$ cat src/rtl/matrix_prefetch_ctrl.sv
// Matrix RAM port controller: turns software we/re strobes into RAM write/read enables and
// prefetches into the datapath read buffer. Column-major reads are built with MATRIX_CTRL_TRANSPOSE_EN.
module matrix_prefetch_ctrl #(
  parameter int ADDR_MSB         = 11,
  parameter int MAT_IDX_SIZE_MSB = 3,
  parameter int RB_DEPTH         = 2,
  parameter int RAM_LAT          = 1
) (
  input  logic                      CLK,
  input  logic                      RST_L,
  input  logic                      clr,
  input  logic                      we,
  input  logic                      re,
  input  logic                      transpose,
  input  logic [MAT_IDX_SIZE_MSB:0] col_idx_size,
  input  logic [MAT_IDX_SIZE_MSB:0] row_idx_size,
  output logic                      wen_to_ram,
  output logic                      ren_to_ram,
  output logic [ADDR_MSB:0]         a,
  output logic                      shift_to_dp,
  output logic [2:0]                out_sel_to_dp,
  output logic                      rd_valid,
  output logic                      rd_err
);

  localparam int AW = ADDR_MSB + 1;
  localparam int CW = ADDR_MSB + 2;
  localparam int SW = MAT_IDX_SIZE_MSB + 1;

  logic [CW-1:0]      rows_s;
  logic [CW-1:0]      cols_s;
  logic [CW-1:0]      n_s;
  logic [CW-1:0]      n_m1_s;
  logic [AW-1:0]      wr_a_r;
  logic [AW-1:0]      wr_a_nxt_s;
  logic [CW-1:0]      wr_cnt_r;
  logic [CW-1:0]      wr_cnt_nxt_s;
  logic [AW-1:0]      f_r;
  logic [AW-1:0]      f_nxt_s;
  logic [AW-1:0]      fetch_addr_s;
  logic [2:0]         rb_cnt_r;
  logic [2:0]         rb_cnt_nxt_s;
  logic [RAM_LAT-1:0] vld_r;
  logic [RAM_LAT-1:0] vld_nxt_s;
  logic [3:0]         inflight_s;
  logic               rd_err_r;
  logic               rd_err_nxt_s;
  logic               pop_s;
  logic               credit_s;
  logic               fetch_ok_s;
  logic               ren_s;

  assign rows_s = CW'(row_idx_size) + CW'(1'b1);
  assign cols_s = CW'(col_idx_size) + CW'(1'b1);
  assign n_s    = rows_s * cols_s;
  assign n_m1_s = n_s - CW'(1'b1);

  // Count reads still travelling through the RAM latency pipe.
  always_comb begin
    inflight_s = 4'd0;
    for (int i = 0; i < RAM_LAT; i++) begin
      inflight_s = inflight_s + {3'd0, vld_r[i]};
    end
  end

  assign pop_s = re & ~clr & (rb_cnt_r != 3'd0);

  // An entry popped this cycle frees its slot, which is what lets a held re stream one per cycle.
  assign credit_s = ({1'b0, inflight_s} + {2'b00, rb_cnt_r}) < (5'(RB_DEPTH) + {4'd0, pop_s});

`ifdef MATRIX_CTRL_TRANSPOSE_EN
  logic          tr_r;
  logic          init_r;
  logic [SW-1:0] t_row_r;
  logic [SW-1:0] t_col_r;
  logic [AW-1:0] t_addr_r;

  // Read-order mode is taken on the first cycle out of reset and on every clr.
  always_ff @(posedge CLK or negedge RST_L) begin
    if (!RST_L) begin
      tr_r   <= 1'b0;
      init_r <= 1'b0;
    end else if (clr || !init_r) begin
      tr_r   <= transpose;
      init_r <= 1'b1;
    end
  end

  // Column-major walker: row advances fastest, address tracked as row*C+col without a multiplier.
  always_ff @(posedge CLK or negedge RST_L) begin
    if (!RST_L) begin
      t_row_r  <= {SW{1'b0}};
      t_col_r  <= {SW{1'b0}};
      t_addr_r <= {AW{1'b0}};
    end else if (clr) begin
      t_row_r  <= {SW{1'b0}};
      t_col_r  <= {SW{1'b0}};
      t_addr_r <= {AW{1'b0}};
    end else if (ren_s) begin
      if (t_row_r == row_idx_size) begin
        t_row_r <= {SW{1'b0}};
        if (t_col_r == col_idx_size) begin
          t_col_r  <= {SW{1'b0}};
          t_addr_r <= {AW{1'b0}};
        end else begin
          t_col_r  <= t_col_r + SW'(1'b1);
          t_addr_r <= AW'(t_col_r) + AW'(1'b1);
        end
      end else begin
        t_row_r  <= t_row_r + SW'(1'b1);
        t_addr_r <= t_addr_r + cols_s[AW-1:0];
      end
    end
  end

  assign fetch_ok_s   = tr_r ? (wr_cnt_r == n_s) : (CW'(f_r) < wr_cnt_r);
  assign fetch_addr_s = tr_r ? t_addr_r : f_r;
`else
  logic unused_transpose_s;
  assign unused_transpose_s = transpose;
  assign fetch_ok_s         = CW'(f_r) < wr_cnt_r;
  assign fetch_addr_s       = f_r;
`endif

  assign ren_s = ~we & ~clr & fetch_ok_s & credit_s;

  // Next values for the write pointer, write count and fetch index.
  always_comb begin
    wr_a_nxt_s   = wr_a_r;
    wr_cnt_nxt_s = wr_cnt_r;
    f_nxt_s      = f_r;
    if (we) begin
      if (CW'(wr_a_r) == n_m1_s) begin
        wr_a_nxt_s = {AW{1'b0}};
      end else begin
        wr_a_nxt_s = wr_a_r + AW'(1'b1);
      end
      if (wr_cnt_r != n_s) begin
        wr_cnt_nxt_s = wr_cnt_r + CW'(1'b1);
      end else begin
        wr_cnt_nxt_s = wr_cnt_r;
      end
    end else begin
      wr_a_nxt_s   = wr_a_r;
      wr_cnt_nxt_s = wr_cnt_r;
    end
    if (ren_s) begin
      if (CW'(f_r) == n_m1_s) begin
        f_nxt_s = {AW{1'b0}};
      end else begin
        f_nxt_s = f_r + AW'(1'b1);
      end
    end else begin
      f_nxt_s = f_r;
    end
  end

  // Next values for the latency pipe, buffer fill count and sticky error.
  always_comb begin
    vld_nxt_s    = {RAM_LAT{1'b0}};
    rb_cnt_nxt_s = rb_cnt_r;
    rd_err_nxt_s = rd_err_r;
    vld_nxt_s[0] = ren_s;
    for (int i = 1; i < RAM_LAT; i++) begin
      vld_nxt_s[i] = vld_r[i-1];
    end
    case ({shift_to_dp, pop_s})
      2'b10:   rb_cnt_nxt_s = rb_cnt_r + 3'd1;
      2'b01:   rb_cnt_nxt_s = rb_cnt_r - 3'd1;
      default: rb_cnt_nxt_s = rb_cnt_r;
    endcase
    if (re && (rb_cnt_r == 3'd0)) begin
      rd_err_nxt_s = 1'b1;
    end else begin
      rd_err_nxt_s = rd_err_r;
    end
  end

  // Controller state; clr flushes everything including reads already issued.
  always_ff @(posedge CLK or negedge RST_L) begin
    if (!RST_L) begin
      wr_a_r   <= {AW{1'b0}};
      wr_cnt_r <= {CW{1'b0}};
      f_r      <= {AW{1'b0}};
      vld_r    <= {RAM_LAT{1'b0}};
      rb_cnt_r <= 3'd0;
      rd_err_r <= 1'b0;
    end else if (clr) begin
      wr_a_r   <= {AW{1'b0}};
      wr_cnt_r <= {CW{1'b0}};
      f_r      <= {AW{1'b0}};
      vld_r    <= {RAM_LAT{1'b0}};
      rb_cnt_r <= 3'd0;
      rd_err_r <= 1'b0;
    end else begin
      wr_a_r   <= wr_a_nxt_s;
      wr_cnt_r <= wr_cnt_nxt_s;
      f_r      <= f_nxt_s;
      vld_r    <= vld_nxt_s;
      rb_cnt_r <= rb_cnt_nxt_s;
      rd_err_r <= rd_err_nxt_s;
    end
  end

  assign wen_to_ram    = we;
  assign ren_to_ram    = ren_s;
  assign a             = we ? wr_a_r : fetch_addr_s;
  assign shift_to_dp   = vld_r[RAM_LAT-1];
  assign out_sel_to_dp = rb_cnt_r;
  assign rd_valid      = (rb_cnt_r != 3'd0);
  assign rd_err        = rd_err_r;

endmodule

$ cat config.mk
export PLATFORM = sky130hd
export DESIGN_NAME = matrix_prefetch_ctrl
export DESIGN_NICKNAME = d
export VERILOG_FILES = /design/src/rtl/matrix_prefetch_ctrl.sv
export SDC_FILE = /design/constraint.sdc
export NUM_CORES = 1
export LEC_CHECK = 0
export ABC_AREA = 1
export CAP_MARGIN = 30
export CORE_ASPECT_RATIO = 1.2
export CORE_MARGIN = 8
export CORE_UTILIZATION = 49
export CTS_CLUSTER_DIAMETER = 80
export DETAILED_ROUTE_END_ITERATION = 10
export PLACE_DENSITY = 0.79
export SYNTH_ARGS = -nofsm -noshare
export SYNTH_HDL_FRONTEND = slang
export SYNTH_SLANG_ARGS = --single-unit
$ cat constraint.sdc
create_clock -name CLK -period 1.97 [get_ports CLK]
set_input_delay 0.4925 -clock CLK [delete_from_list [all_inputs] [get_ports CLK]]
set_output_delay 0.4925 -clock CLK [all_outputs]
set_load 0.005 [all_outputs]
==> results of run 1 <==
==> state kept, by name, indices dropped and copies added (netlist names) <==
register / flops
shift_to_dp: 1
out_sel_to_dp: 3
rd_err: 1
wr_a_r: 12
wr_cnt_r: 13
f_r: 12
==> per-stage QoR <==
stage | instance area [um2] | utilization | setup WS [ns]
after floorplan | 4690 | - | -2.15
after global placement | 5970 | 0.657 | -3.01
after detailed placement | 5970 | 0.657 | -3.16
after CTS | 6480 | 0.713 | -2.28
after global routing | 6800 | 0.749 | -2.62
final | 6800 | 0.749 | -2.39
==> cells in the mapped netlist <==
cell,count
nand2_4,3
o211ai_1,2
nand3_1,72
xor2_1,22
nand3_2,6
nand4_2,1
xnor2_1,3
fa_1,10
nand4_1,10
o21ai_1,12
nand3b_2,1
buf_6,5
nand2_1,189
o2111a_1,1
o21ai_2,10
nor2_1,62
nand2_2,12
a21oi_1,12
nor4_1,3
nor3_1,10
clkbuf_2,1
inv_2,4
inv_1,91
nor2_2,5
nor2_4,2
or2_2,2
ha_1,37
o21ai_0,38
buf_4,2
a21oi_2,3
a21o_1,1
nand3b_1,4
clkbuf_1,6
dfrtp_1,42
==> what timing repair did <==
| item | in CTS | in global routing |
|---|---|---|
| hold buffers | 0 | 0 |
| resized for setup | 140 | 73 |
| pin swaps | 53 | 56 |
| buffers inserted | 10 | 6 |
| endpoints found under the setup margin | 52 | 40 |
| cloned | 4 | 0 |
==> report_power, final <==
part	total, W	leakage (nW)	internal [W]	switching (W)
sequential	0.000973	0.575	0.000920	0.0000527
combinational	0.00273	2.71	0.00125	0.00148
clock	0.000637	0.0489	0.000291	0.000346
total	0.00434	3.33	0.00246	0.00188
==> final cells by class <==
| cell class | instances | area [um2] |
|---|---|---|
| clock buffer | 7 | 86.3 |
| clock inverter | 1 | 8.76 |
| fill | 599 | 2280 |
| inverter | 95 | 357 |
| multi-input combinational | 535 | 3740 |
| sequential | 42 | 1050 |
| tap | 120 | 150 |
| timing repair buffer | 169 | 1410 |
==> cell families after synthesis <==
kind of cell | share of synthesized area
simple gates | 0.377
buf+inv | 0.0997
compound gates | 0.100
fa+ha+maj | 0.145
flops | 0.230
xor+xnor | 0.0479
==> routing by layer <==
metal  routed length [um]  share of wire
met1                 5770           0.35
met2                 8520           0.52
met3                 1130          0.069
met4                  899          0.055
met5                    0              0
==> how the worst max path moves through the flow <==
stage / from / end / slack (ns) / depth (start not counted)
floorplan: col_idx_size[0] / f_r[10] / -2.15 / 24
global route: col_idx_size[0] / wr_a_r[0] / -2.62 / 27
global placement: col_idx_size[0] / f_r[10] / -3.01 / 23
CTS: row_idx_size[1] / wr_cnt_r[1] / -2.28 / 22
finish: col_idx_size[3] / wr_a_r[0] / -2.39 / 24
detailed placement: col_idx_size[0] / f_r[2] / -3.16 / 23
==> flow_summary.ini, run 1 <==
[synth]
synth_cell_type_count = 34
ys_warn_count = 0
seq_area_frac_synth = 0.230
synth_top_area_share = 0.230
synth_top_area_cell = dfrtp_1
ys_ff_latch = 42
syn_area_per_cell_um2 = 6.68
synth.cell_area_um2 = 4570
syn_inst = 684
ys_top_cells_by_area = dfrtp_1, nand2_1, ha_1, nand3_1, inv_1
synth_nets = 745

[final_layout]
layout-drive-gt1-share = 0.367
layout_commonest_cell = nand2_1
final_cells = 969
area_growth_pct = 48.8
nets = 909
final_cell_mix = nand2_1, buf_4, inv_1
antenna_cells = 0

[timing]
setup_viol = 37
finalHoldViolCount = 0
setup_ws_ns = -2.39
slew_headroom = 0.648
tns_ns = -81.66
fin_skew_ns = 0.0143
period_share = 2.22
worst_pin_slew_ns = 0.523
fmax_mhz = 229
final_max_slew_viol_count = 0
hold_ws_ns = 0.0553
rsz0062_at_grt = yes
period_needed_ns = 4.36

[setup_path]
worstPathCellList = clkdlybuf4s15_1, xnor2_2, nand2_1, fa_1, fa_1, inv_2, fa_1, ha_4, nand2_1, inv_2, nand2_2, nand2_2, nand2_1, nand2_2, nand3_4, nand2_2, nand2_1, buf_4, nand2_1, nand2_1, nor2_2, nand3_4, nand2_4, a21oi_2
worstPathRequired_ns = 2.17
cpMostUsedCell = nand2_1
reg2reg_slack_ns = -0.15
crit_fanout = 8
arrival_ns = 4.57
crit_family = adder cells
critPathMaxStageDelay_ns = 0.55
crit_buf_inv = 4
reg2reg_to = f_r[5]
endpoint_kind = register
r2r-start = f_r[1]
start_kind = input port
r2r_cells = 15
slowest_stage = fa_1
worstSetupPathType = in -> reg

[placed_design]
gp_congestion = 0.953
dp.cells = 943
dp_hpwl_um = 11100
io_buffers = 32

[global_routing]
grt_max_degree = 24
grt_pass1_wl_um = 26100
met3_usage = 0.0375
grt_pass1_vias = 5763
grtUsageMet2 = 0.451
antenna_found_initial = 0
gr-max-usage-layer = met2
grtUsageTotal = 0.247
grt_util_met1 = 0.260
grt.overflow.total = 0

[die]
placementRows = 38
die-area_um2 = 12700
start_util = 0.503
core_um2 = 9080
num_io_pins = 34
die_y_um = 122
die_w_um = 104

[clock_network]
clockRootBuffer = clkbuf_8
cts_tree = done
clkTransAtPathRegs_ns = 0.09
cts_made_buffers = 5
clock_latency_ns = 0.31
max-clock-path-buffers = 2
h-tree-depth = 2
cts.sinks = 42

[detailed_routing]
route.detailed.drc = 0
wire_per_inst_um = 16.8
dr_total_vias = 5479
first_pass_iters = 6
drt-total-wl_um = 16300
ant_nets = 0
via_per_inst = 5.65
first_iter_violations = 340

[min_path]
hp-class = in -> async

[power]
powerDensity_nw_per_um2 = 638
p_total_w = 0.00434
p_leak_nw = 3.33
vdd_drop_max_v = 0.000554

[job]
drv_cap = 0

[status]
violations = negative setup slack
outcome = finished with violations
Power figures use the tool's default switching activity.
==> inputs of run 2 (changes only) <==
--- a/config.mk
+++ b/config.mk
@@ -8,7 +8,7 @@
 export ABC_AREA = 1
 export CAP_MARGIN = 30
 export CORE_ASPECT_RATIO = 1.2
-export CORE_MARGIN = 8
+export CORE_MARGIN = 2
 export CORE_UTILIZATION = 49
 export CTS_CLUSTER_DIAMETER = 80
 export DETAILED_ROUTE_END_ITERATION = 10
==> flow_summary.ini, run 2 (synthesis results as in run 1) <==
[timing]
period_needed_ns = 4.22
slew_headroom = 0.648
setup_ws_ns = -2.25
setup_viol = 37
rsz0062_at_grt = yes
finalHoldViolCount = 0
period_share = 2.14
fin_skew_ns = 0.0164
worst_pin_slew_ns = 0.528
fmax_mhz = 237
final_max_slew_viol_count = 0

[setup_path]
worstPathRequired_ns = 2.19
reg2reg_to = f_r[0]
endpoint_kind = register
crit_fanout = 8
worstSetupPathType = in -> reg
r2r_cells = 16
arrival_ns = 4.44
r2r-start = wr_cnt_r[2]
start_kind = input port
reg2reg_slack_ns = -0.31

[final_layout]
fin_util = 0.749
nets = 910
antenna_cells = 0
area_growth_pct = 48.1
layout_commonest_cell = nand2_1
largest_register_ffs = 13
final_cell_mix = nand2_1, buf_4, inv_1
regMostFlops = wr_cnt_r
stdcell_area_um2 = 6770
reg_top3 = wr_cnt_r x13, f_r x12, wr_a_r x12
final_cells = 970
layout-drive-gt1-share = 0.365

[global_routing]
grt_pass1_vias = 5691
grtUsageTotal = 0.319
grt_max_degree = 23
grt.overflow.total = 0
antenna_found_initial = 0
grt_pass1_wl_um = 25700

[clock_network]
clockRootBuffer = clkbuf_8
clock_latency_ns = 0.33
clkTransAtPathRegs_ns = 0.09
max-clock-path-buffers = 2
cts_made_buffers = 5
cts.sinks = 42
h-tree-depth = 2
cts_tree = done

[job]
drv_cap = 0

[detailed_routing]
via_per_inst = 5.69
ant_nets = 0
wire_per_inst_um = 16.7
dr_total_vias = 5521
first_iter_violations = 437
drt-total-wl_um = 16200
first_pass_iters = 6
route.detailed.drc = 0

[die]
core_um2 = 9030
start_util = 0.506
num_io_pins = 34
die_y_um = 110
die-area_um2 = 10100
die_w_um = 92.2
placementRows = 38

[placed_design]
place_ws_ns = -3.14
dp_hpwl_um = 10800
gp_congestion = 0.968
dp.cells = 942
place_area_um2 = 5970
io_buffers = 32

[status]
violations = negative setup slack
outcome = finished with violations

[power]
powerDensity_nw_per_um2 = 648
vdd_drop_max_v = 0.000519
p_leak_nw = 3.32
p_total_w = 0.00438

[min_path]
hp-class = in -> async
## run 2: cell types whose count changed in the layout (fill, tap and decap cells not counted), sizes merged
cell and delta:
clkdlybuf4s15 -4, clkdlybuf4s50 -1, clkinvlp +1, dlygate4sd2 +6
inv -1
## run 2: worst max path at each step
stage                         start        end  depth (start not counted)
floorplan           col_idx_size[0]    f_r[10]                         24
global placement    col_idx_size[0]     f_r[0]                         23
detailed placement  col_idx_size[0]  wr_a_r[8]                         23
CTS                 col_idx_size[0]     f_r[6]                         23
global route        col_idx_size[1]    f_r[10]                         27
finish              col_idx_size[0]     f_r[3]                         22
## run 2: cell type report
class                   count  area [um2]
inverters                  95         360
repair buffers            170        1430
flip-flops and latches     42        1050
well taps                 120         150
clock buffers               7        86.3
multi-input cells         535        3670
fillers                   618        2270
clock inverters             1        8.76
## run 2: stage by stage
step / setup TNS [ns] / hold WS [ns]
after floorplan: -72.27 / 0.197
after global routing: -83.24 / 0.172
after detailed placement: -116.83 / 0.473
after CTS: -75.54 / 0.141
after global placement: -110.42 / 0.465
final: -76.77 / 0.131
## run 2: timing repair
action / 4_1_cts / 5_1_grt
hold endpoints to repair: 0 / 0
endpoints found under the setup margin: 53 / 42
gates resized for setup: 141 / 58
pin swaps: 39 / 33
setup buffers: 10 / 7
gates cloned: 5 / 0
hold buffers: 0 / 0
## run 2: report_power, final
part	switching (W)	internal (W)
Combinational	0.00148	0.00129
Clock	0.000348	0.000290
Sequential	0.0000520	0.000920
## run 2: metal layers
| metal | vias up | global-route usage | share of wire |
|---|---|---|---|
| met4 | 0 | 0.205 | 0.073 |
| met3 | 116 | 0.0350 | 0.065 |
| met1 | 2569 | 0.338 | 0.35 |
| li1 | 2528 | - | - |
| met5 | - | 0 | 0 |
| met2 | 308 | 0.601 | 0.51 |
## run 2: critical path, stage by stage
cell and delay [ns]:
buf_8 0.11, ha_4 0.17, xor2_2 0.17, nand2_1 0.10, fa_1 0.46, fa_1 0.50
inv_2 0.04, fa_1 0.49, ha_4 0.39, nor2_2 0.08, nor2_4 0.14, nor2_4 0.06
buf_4 0.12, buf_4 0.12, nand3_1 0.12, nand2_2 0.07, xor2_1 0.16, nor2_2 0.13
nand3_2 0.09, nor2_4 0.18, clkbuf_16 0.18, o21ai_2 0.05
==> inputs of run 3 (changes only) <==
--- a/config.mk
+++ b/config.mk
@@ -12,7 +12,7 @@
 export CORE_UTILIZATION = 49
 export CTS_CLUSTER_DIAMETER = 80
 export DETAILED_ROUTE_END_ITERATION = 10
-export PLACE_DENSITY = 0.79
+export PLACE_DENSITY = 0.77
 export SYNTH_ARGS = -nofsm -noshare
 export SYNTH_HDL_FRONTEND = slang
 export SYNTH_SLANG_ARGS = --single-unit
==> constraint.sdc (replaced) <==
create_clock -name CLK -period 4.5 [get_ports CLK]
set_input_delay 1.125 -clock CLK [delete_from_list [all_inputs] [get_ports CLK]]
set_output_delay 1.125 -clock CLK [all_outputs]
set_load 0.005 [all_outputs]
==> flow_summary.ini, run 3 (synthesis results as in run 1) <==
[detailed_routing]
top_layer = met4
wl_met3_um = 650
route.detailed.drc = 0
drt-total-wl_um = 13400
ant_nets = 0
dr_total_vias = 4886
first_iter_violations = 278
wl_met1_um = 5210
route.met2.wl_um = 6830
first_pass_iters = 5
wire_per_inst_um = 15.0
via_per_inst = 5.48

[timing]
finalHoldViolCount = 0
setup_viol = 35
period_share = 1.09
tns_ns = -11.44
fin_skew_ns = 0.0142
slew_headroom = 0.451
rsz0062_at_grt = yes
fmax_mhz = 204
period_needed_ns = 4.89
worst_pin_slew_ns = 0.820
setup_ws_ns = -0.394
final_max_slew_viol_count = 0

[final_layout]
seqCellArea_um2 = 1050
regMostFlops = wr_cnt_r
final_cell_mix = nand2_1, inv_1, nand3_1
n_fill_cell = 753
layout_commonest_cell = nand2_1
reg_top3 = wr_cnt_r x13, f_r x12, wr_a_r x12
area_growth_pct = 30.8
largest_register_ffs = 13
antenna_cells = 0
layout-drive-gt1-share = 0.248
stdcell_area_um2 = 5980
fin_util = 0.662
multiInputGateArea_um2 = 3520
nets = 831

[global_routing]
grtUsageTotal = 0.268
grt_pass1_vias = 4882
grt_pass1_wl_um = 21700
antenna_found_initial = 0
grt_max_degree = 43
grt.overflow.total = 0

[clock_network]
cts_tree = done
cts_made_buffers = 5
cts_hold_buf = 0
clockRootBuffer = clkbuf_8
h-tree-depth = 2
clock_latency_ns = 0.32
cts.sinks = 42
max-clock-path-buffers = 2
clkTransAtPathRegs_ns = 0.09

[die]
die_w_um = 92.2
core_um2 = 9030
num_io_pins = 34
placementRows = 38
die-area_um2 = 10100
start_util = 0.506
die_y_um = 110

[setup_path]
r2r_cells = 15
worstSetupPathType = in -> reg
endpoint_kind = register
crit_buf_inv = 4
start_kind = input port
worstPathRequired_ns = 4.71
cpMostUsedCell = nand2_2
critPathMaxStageDelay_ns = 0.52
cp.depth = 25
crit_fanout = 8
crit_family = adder cells
slowest_stage = fa_1
arrival_ns = 5.10

[min_path]
worstHoldPathCells = 2
hp-class = reg -> reg

[power]
vdd_drop_max_v = 0.000291
powerDensity_nw_per_um2 = 274
p_leak_nw = 2.83
p_total_w = 0.00164

[placed_design]
gp_congestion = 0.935
place_area_um2 = 5430
io_buffers = 32
dp_hpwl_um = 9750
place_ws_ns = -1.26

[job]
drv_cap = 0

[status]
violations = negative setup slack
outcome = finished with violations
[run 3: metrics by stage]
stage / hold WS, ns / cells
floorplan: 0.475 / 684
global placement: 0.466 / 876
detailed placement: 0.481 / 876
CTS: 0.503 / 888
global route: 0.578 / 891
finish: 0.502 / 891
[run 3: per-layer routing]
layer / GRT usage / up-vias
met3: 0.0343 / 53
met2: 0.503 / 195
met1: 0.294 / 2257
met5: 0 / -
li1: - / 2381
met4: 0.146 / 0
[run 3: cell type report]
class,count,area share
clock inverters,2,0.00230
multi-input cells,536,0.588
inverters,95,0.0597
repair buffers,90,0.137
well taps,120,0.0251
flip-flops and latches,42,0.176
clock buffers,6,0.0121
[run 3: worst register-to-register path, cell delays in order, from the launching register on]
cell      delay [ns]
dfrtp_1         0.44
inv_1           0.13
ha_1            0.31
nand2_1         0.07
nor2_1          0.09
o21ai_0         0.08
o211ai_1        0.10
nand4_1         0.11
o211ai_1        0.14
nand2_1         0.09
nand2_1         0.13
inv_2           0.05
buf_4           0.17
nor2_1          0.63
nand2_1         0.18
o21ai_2         0.10
[run 3: power by group]
part	switching [W]	total [W]	internal [W]
clock	0.000146	0.000256	0.000110
combinational	0.000529	0.000942	0.000413
sequential	0.0000379	0.000440	0.000402
[run 3: worst paths after layout]
check | start | endpoint | slack, ns
worst max-delay path | row_idx_size[0] | f_r[2] | -0.39
max in group asynchronous | RST_L | wr_a_r[5] | 3.41
worst min-delay path | rd_err | rd_err | 0.50
min in group asynchronous | RST_L | wr_cnt_r[12] | 0.62
worst max register to register | wr_cnt_r[4] | f_r[4] | 1.59
worst min register to register | rd_err | rd_err | 0.50
[run 3: repair_timing]
item | CTS | global route
endpoints found under the setup margin | 35 | 35
buffers inserted | 2 | 0
pin swaps | 40 | 38
cloned | 2 | 2
resized for setup | 88 | 39
